<file path="src/rtl/tff_counter_sequencer_if.sv">
// Command channel between a command source and tff_counter_sequencer.
// Carries the valid/ready handshake plus the terminal count and the auto-reload request.
interface tff_counter_sequencer_if #(
    parameter int unsigned CNT_W = 8
);
    logic             cmd_valid;
    logic             cmd_ready;
    logic [CNT_W-1:0] cmd_limit;
    logic             cmd_reload;

    // Command source side
    modport master (
        output cmd_valid,
        output cmd_limit,
        output cmd_reload,
        input  cmd_ready
    );

    // Sequencer side
    modport slave (
        input  cmd_valid,
        input  cmd_limit,
        input  cmd_reload,
        output cmd_ready
    );
endinterface

</file>
<file path="src/rtl/tff_counter_sequencer.sv">
// Sequencer for an up-counter.
// - Accepts a terminal count.
// - Clears the counter, enables it until q reaches that count, then pulses done.
// Optional feature: define COUNTER_SEQ_AUTORELOAD_EN to let a command with cmd_reload=1
// loop back to the clear step on every completion. The loop ends only on abort or clear.
module tff_counter_sequencer #(
    parameter int unsigned CNT_W = 8
) (
    input  logic                  clk,
    input  logic                  clear,
    tff_counter_sequencer_if.slave cmd,
    input  logic                  pause,
    input  logic                  abort,
    output logic                  cnt_clear_n,
    output logic                  cnt_enable,
    input  logic [CNT_W-1:0]      cnt_q,
    output logic                  busy,
    output logic                  done
);

    typedef enum logic [1:0] {
        S_IDLE = 2'd0,
        S_CLR  = 2'd1,
        S_RUN  = 2'd2,
        S_DONE = 2'd3
    } state_t;

    state_t           state;
    state_t           state_nxt;
    logic [CNT_W-1:0] lim;
    logic             rld;
    logic             accept;
    logic             at_lim;
    logic             ready;

    assign accept = (state == S_IDLE) && cmd.cmd_valid;
    assign at_lim = (cnt_q == lim);
    assign cmd.cmd_ready = ready;

    // State register
    always_ff @(posedge clk or posedge clear) begin
        if (clear) begin
            state <= S_IDLE;
        end else begin
            state <= state_nxt;
        end
    end

    // Terminal count capture on accept
    always_ff @(posedge clk or posedge clear) begin
        if (clear) begin
            lim <= CNT_W'(0);
        end else if (accept) begin
            lim <= cmd.cmd_limit;
        end
    end

`ifdef COUNTER_SEQ_AUTORELOAD_EN
    // Auto-reload flag capture on accept
    always_ff @(posedge clk or posedge clear) begin
        if (clear) begin
            rld <= 1'b0;
        end else if (accept) begin
            rld <= cmd.cmd_reload;
        end
    end
`else
    assign rld = 1'b0;
`endif

    // Completion pulse: one cycle after the run reaches its limit without an abort
    always_ff @(posedge clk or posedge clear) begin
        if (clear) begin
            done <= 1'b0;
        end else begin
            done <= (state == S_RUN) && at_lim && !abort;
        end
    end

    // Next-state and combinational outputs
    always_comb begin
        state_nxt   = state;
        ready       = 1'b0;
        busy        = 1'b1;
        cnt_enable  = 1'b0;
        cnt_clear_n = ~clear;

        case (state)
            S_IDLE: begin
                ready = 1'b1;
                busy  = 1'b0;
                if (cmd.cmd_valid) begin
                    state_nxt = S_CLR;
                end
            end
            S_CLR: begin
                cnt_clear_n = 1'b0;
                state_nxt   = abort ? S_IDLE : S_RUN;
            end
            S_RUN: begin
                // Enable drops at the limit, so pause never competes with completion
                cnt_enable = !pause && !at_lim;
                if (abort) begin
                    state_nxt = S_IDLE;
                end else if (at_lim && rld) begin
                    state_nxt = S_CLR;
                end else if (at_lim) begin
                    state_nxt = S_DONE;
                end
            end
            S_DONE: begin
                state_nxt = S_IDLE;
            end
            default: begin
                state_nxt = S_IDLE;
            end
        endcase
    end

endmodule

</file>
<file path="src/flat_wrapper.sv">
// flat-port wrapper written by rule: the top's interface ports become plain ports
module tff_counter_sequencer_flat 
#(
    parameter int unsigned CNT_W = 8
)
  (clk, clear, pause, abort, cnt_clear_n, cnt_enable, cnt_q, busy, done, cmd_cmd_valid, cmd_cmd_limit, cmd_cmd_reload, cmd_cmd_ready);
  tff_counter_sequencer_if #(.CNT_W(CNT_W)) cmd_i ();
  input  logic clk;
  input  logic clear;
  input  logic pause;
  input  logic abort;
  output logic cnt_clear_n;
  output logic cnt_enable;
  input  logic [CNT_W-1:0] cnt_q;
  output logic busy;
  output logic done;
  input wire logic [$bits(cmd_i.cmd_valid)-1:0] cmd_cmd_valid;
  input wire logic [$bits(cmd_i.cmd_limit)-1:0] cmd_cmd_limit;
  input wire logic [$bits(cmd_i.cmd_reload)-1:0] cmd_cmd_reload;
  output wire logic [$bits(cmd_i.cmd_ready)-1:0] cmd_cmd_ready;
  assign cmd_i.cmd_valid = cmd_cmd_valid;
  assign cmd_i.cmd_limit = cmd_cmd_limit;
  assign cmd_i.cmd_reload = cmd_cmd_reload;
  assign cmd_cmd_ready = cmd_i.cmd_ready;
  tff_counter_sequencer #(.CNT_W(CNT_W)) u_core (.clk(clk), .clear(clear), .cmd(cmd_i), .pause(pause), .abort(abort), .cnt_clear_n(cnt_clear_n), .cnt_enable(cnt_enable), .cnt_q(cnt_q), .busy(busy), .done(done));
endmodule
</file>
<file path="config.mk">
export PLATFORM = sky130hd
export DESIGN_NAME = tff_counter_sequencer_flat
export DESIGN_NICKNAME = d
export VERILOG_FILES = /design/src/rtl/tff_counter_sequencer_if.sv /design/src/rtl/tff_counter_sequencer.sv /design/src/flat_wrapper.sv
export SDC_FILE = /design/constraint.sdc
export NUM_CORES = 1
export LEC_CHECK = 0
export ABC_AREA = 1
export CAP_MARGIN = 10
export CORE_MARGIN = 2
export CORE_UTILIZATION = 42
export CTS_CLUSTER_SIZE = 40
export DETAILED_ROUTE_END_ITERATION = 16
export PLACE_DENSITY = 0.81
export SETUP_SLACK_MARGIN = 0.3
export SLEW_MARGIN = 25
export SYNTH_ARGS = -nofsm -noshare
export SYNTH_HDL_FRONTEND = slang
export SYNTH_SLANG_ARGS = --single-unit
</file>
<file path="constraint.sdc">
create_clock -name clk -period 2 [get_ports clk]
set_input_delay 0.4 -clock clk [delete_from_list [all_inputs] [get_ports clk]]
set_output_delay 0.4 -clock clk [all_outputs]
set_load 0.01 [all_outputs]
</file>
==> results.yml <==
synthesis:
  synthDistinctLibCells: 15
  netlist_area_um2: 603
  synthTopCellsByArea: "dfrtp_1 (46%), nand2_1 (14%), inv_1 (7.5%)"
  synth_enable_flop_cells: 0
  dominant_combinational_cell_family_by_area_after_synthesis: "simple AND/OR/NAND/NOR gates"
  synth_compound_area_share_pct: 5.81
  post_synth.cell_area_avg_um2: 7.83
  proportion_of_register_bits_with_asynchronous_set_or_reset_after_synthesis_pct: 100
  post_synth_and_or_nand_nor_area_fraction_pct: 29.3
  yosysTopAreaCellShare_pct: 45.6
  yosys_register_bits: 11
  synthesis.instances: 77
  synthFlopType: "dfrtp_1"
  synth_adder_area_share_pct: 0
  synth-warning-count: 0
  synth_xor_xnor_area_share_pct: 4.36
  post-synth-top-count-cell: "nand2_1"
  synth_commonest_cells: "nand2_1 (23), inv_1 (12), dfrtp_1 (11), nor2_1 (9), a21oi_1 (7)"
  mappedNetlistNets: 99
  netlist.top_cell.by_area: "dfrtp_1"
  muxShareOfSynthArea_pct: 5.60
  yosysSeqAreaShare_pct: 45.6
timing:
  timing.final.hold_violations: 0
  setup_viol: 0
  timing.max_slew.rel_slack_pct: 71.6
  worst_clock_skew_ns: 0.00462
  unrepaired_setup_endpoints_after_global_routing: "yes"
  number_of_pins_with_negative_max_slew_slack_in_the_final_report: 0
  whs_ns: 0.456
  period_share_pct: 88.6
  tightestPinTransition_ns: 0.426
  post-route-min-period_ns: 1.77
  max_clock_freq_mhz: 565
floorplanning:
  design.portCount: 27
  die_h_um: 41.9
  dieWidth_um: 41.9
  design.die.area_um2: 1760
  placementRows: 13
  start_util_pct: 45.8
  core_um2: 1320
critical_path:
  critical_path.startpoint: "u_core.lim[5]"
  cp.arrival_ns: 1.37
  timing.critical_path.mode_cell: "nand2_2"
  critical_path.max_stage_delay_ns: 0.40
  timing.critical_path.buf_inv: 2
  ff2ff_path_depth: 5
  timing.critical_path.fanout_max: 2
  worstReg2RegEnd: "u_core.lim[2]"
  series_of_cell_instances_along_the_critical_path: "buf_4, nand2_2, nand2_2, nand2_2, nor2_1, nand2_1, nor3b_2, buf_2"
  worst-r2r-setup-slack_ns: 0.63
  worst_setup_path_end_kind: "primary output"
  ws_path_type: "register to primary output"
  critical_path.startpoint_type: "register"
  crit_required_ns: 1.60
  crit_path_top_delay_cell: "dfrtp_1"
  crit-reg2reg-launch: "u_core.state[0]"
  worst_path_dominant_cell_family: "simple AND/OR/NAND/NOR gates"
routing:
  drt-wirelength-per-cell_um: 10.5
  dr_total_vias: 585
  starting_drc_count_in_detailed_routing: 6
  vias_per_cell: 4.64
  detail_route.drc_violations: 0
  detail_route.first_pass.iterations: 4
  ant_nets: 0
  routed_wirelength_um: 1330
flow_run:
  maxCapViolCount: 0
finish:
  num-nets-final: 134
  multiInputGateArea_um2: 302
  sequential_cell_area_um2: 275
  num_antenna_cells: 0
  fill_cells: 109
  drive_above_1_share_pct: 28.8
  synthToLayoutAreaGrowth_pct: 57.9
  finish.instance_area_um2: 952
  fin_util_pct: 72.3
clock_network:
  clockBufferDepth: 2
  cts_num_sinks: 11
  cts-buffers-inserted: 3
  root_buffer_master: "clkbuf_4"
  cts_hold_buffers: 0
  clock_tree.htree_level_count: 1
  path_clk_slew_ns: 0.07
  clock_latency_of_the_later_clocked_register_in_the_worst_skew_pair_ns: 0.27
  tritoncts: "built"
global_route:
  groute.usage.overall_pct: 17.4
  grt_pass1_vias: 554
  antenna_found_initial: 0
  globalRoute.totalOverflow: 0
  wire_length_of_the_first_global_routing_pass_um: 2320
  largest_net_degree_at_the_start_of_global_routing: 14
placed_design:
  place.port_buffers: 25
  dp_hpwl_um: 978
  post_place_instance_area_um2: 880
  gp_routability_congestion: 0.742
pwr:
  irDropWorstVdd_v: 0.000616
  p_per_area_nw_per_um2: 1140
  power.leakage_nw: 0.488
run_status:
  outcome: "complete, no violations"
worst_hold_path:
  min-delay-path-class: "primary input to asynchronous set/reset pin"
## placed cells by master, fill, tap and decap left out, drive strengths merged, types with 4 or more instances in the layout
master,instances
dfrtp,11
inv,13
nand2,24
buf,7
clkdlybuf4s50,13
clkbuf,4
nor2,11
dlygate4sd2,9
a21oi,7
## routing by layer
layer	global-route usage, %	vias to the layer above	part of all wire [%]
li1	-	299	-
met1	20.2	274	42
met2	30.0	10	55
met3	3.04	2	1.8
met4	9.68	0	1.1
met5	0	-	0
## power breakdown
group / internal [mW] / switching [mW] / leakage [nW]
Sequential: 0.320 / 0.0615 / 0.129
Clock: 0.0772 / 0.0761 / 0.0150
Combinational: 0.285 / 0.265 / 0.344
Total: 0.682 / 0.402 / 0.488
## timing repair
action | 4_1_cts | 5_1_grt
pin swaps | 7 | 10
endpoints found under the hold margin | 0 | 0
gates resized for setup | 15 | 15
setup buffers | 0 | 4
setup endpoints to repair | 4 | 2
## logic make-up (layout without fill, tap and decap cells)
| group | after synthesis | count (layout) |
|---|---|---|
| xor+xnor | 3 | 3 |
| simple gates | 39 | 39 |
| flops | 11 | 11 |
| buf+inv | 14 | 48 |
| compound gates | 7 | 7 |
| mux | 3 | 3 |
## final cells by class
| class | count | area share, % |
|---|---|---|
| Clock buffer | 4 | 2.76 |
| Inverter | 13 | 5.12 |
| Multi-Input combinational cell | 52 | 31.7 |
| Sequential cell | 11 | 28.9 |
| Tap cell | 15 | 1.97 |
| Timing Repair Buffer | 31 | 29.6 |
## per-stage QoR
stage	std cells	setup TNS [ns]	total power, mW	setup WS (ns)
floorplan	77	0	0.687	0.586
global placement	118	-0.332	0.840	-0.332
detailed placement	118	-0.376	0.861	-0.376
CTS	122	0	0.987	0.110
global route	126	0	1.18	0.140
finish	126	0	1.08	0.229
## worst register-to-register path, stage by stage, from the launching register on
cell and delay [ns]:
dfrtp_1 0.38, buf_4 0.15, nor2_4 0.14, buf_4 0.13, nand2_2 0.15, mux2_2 0.31
## registers in the layout (all words and copies together), names as in the netlist
signal and flops:
u_core.lim 8, u_core.done 1, u_core.state 2
## worst max-delay path by stage
stage                       endpoint  cells past startpoint
after floorplan           cnt_enable                      2
after global placement    cnt_enable                      9
after detailed placement  cnt_enable                      9
after CTS                 cnt_enable                      8
after global routing      cnt_enable                      6
final                     cnt_enable                      8
Power figures use the tool's default switching activity.
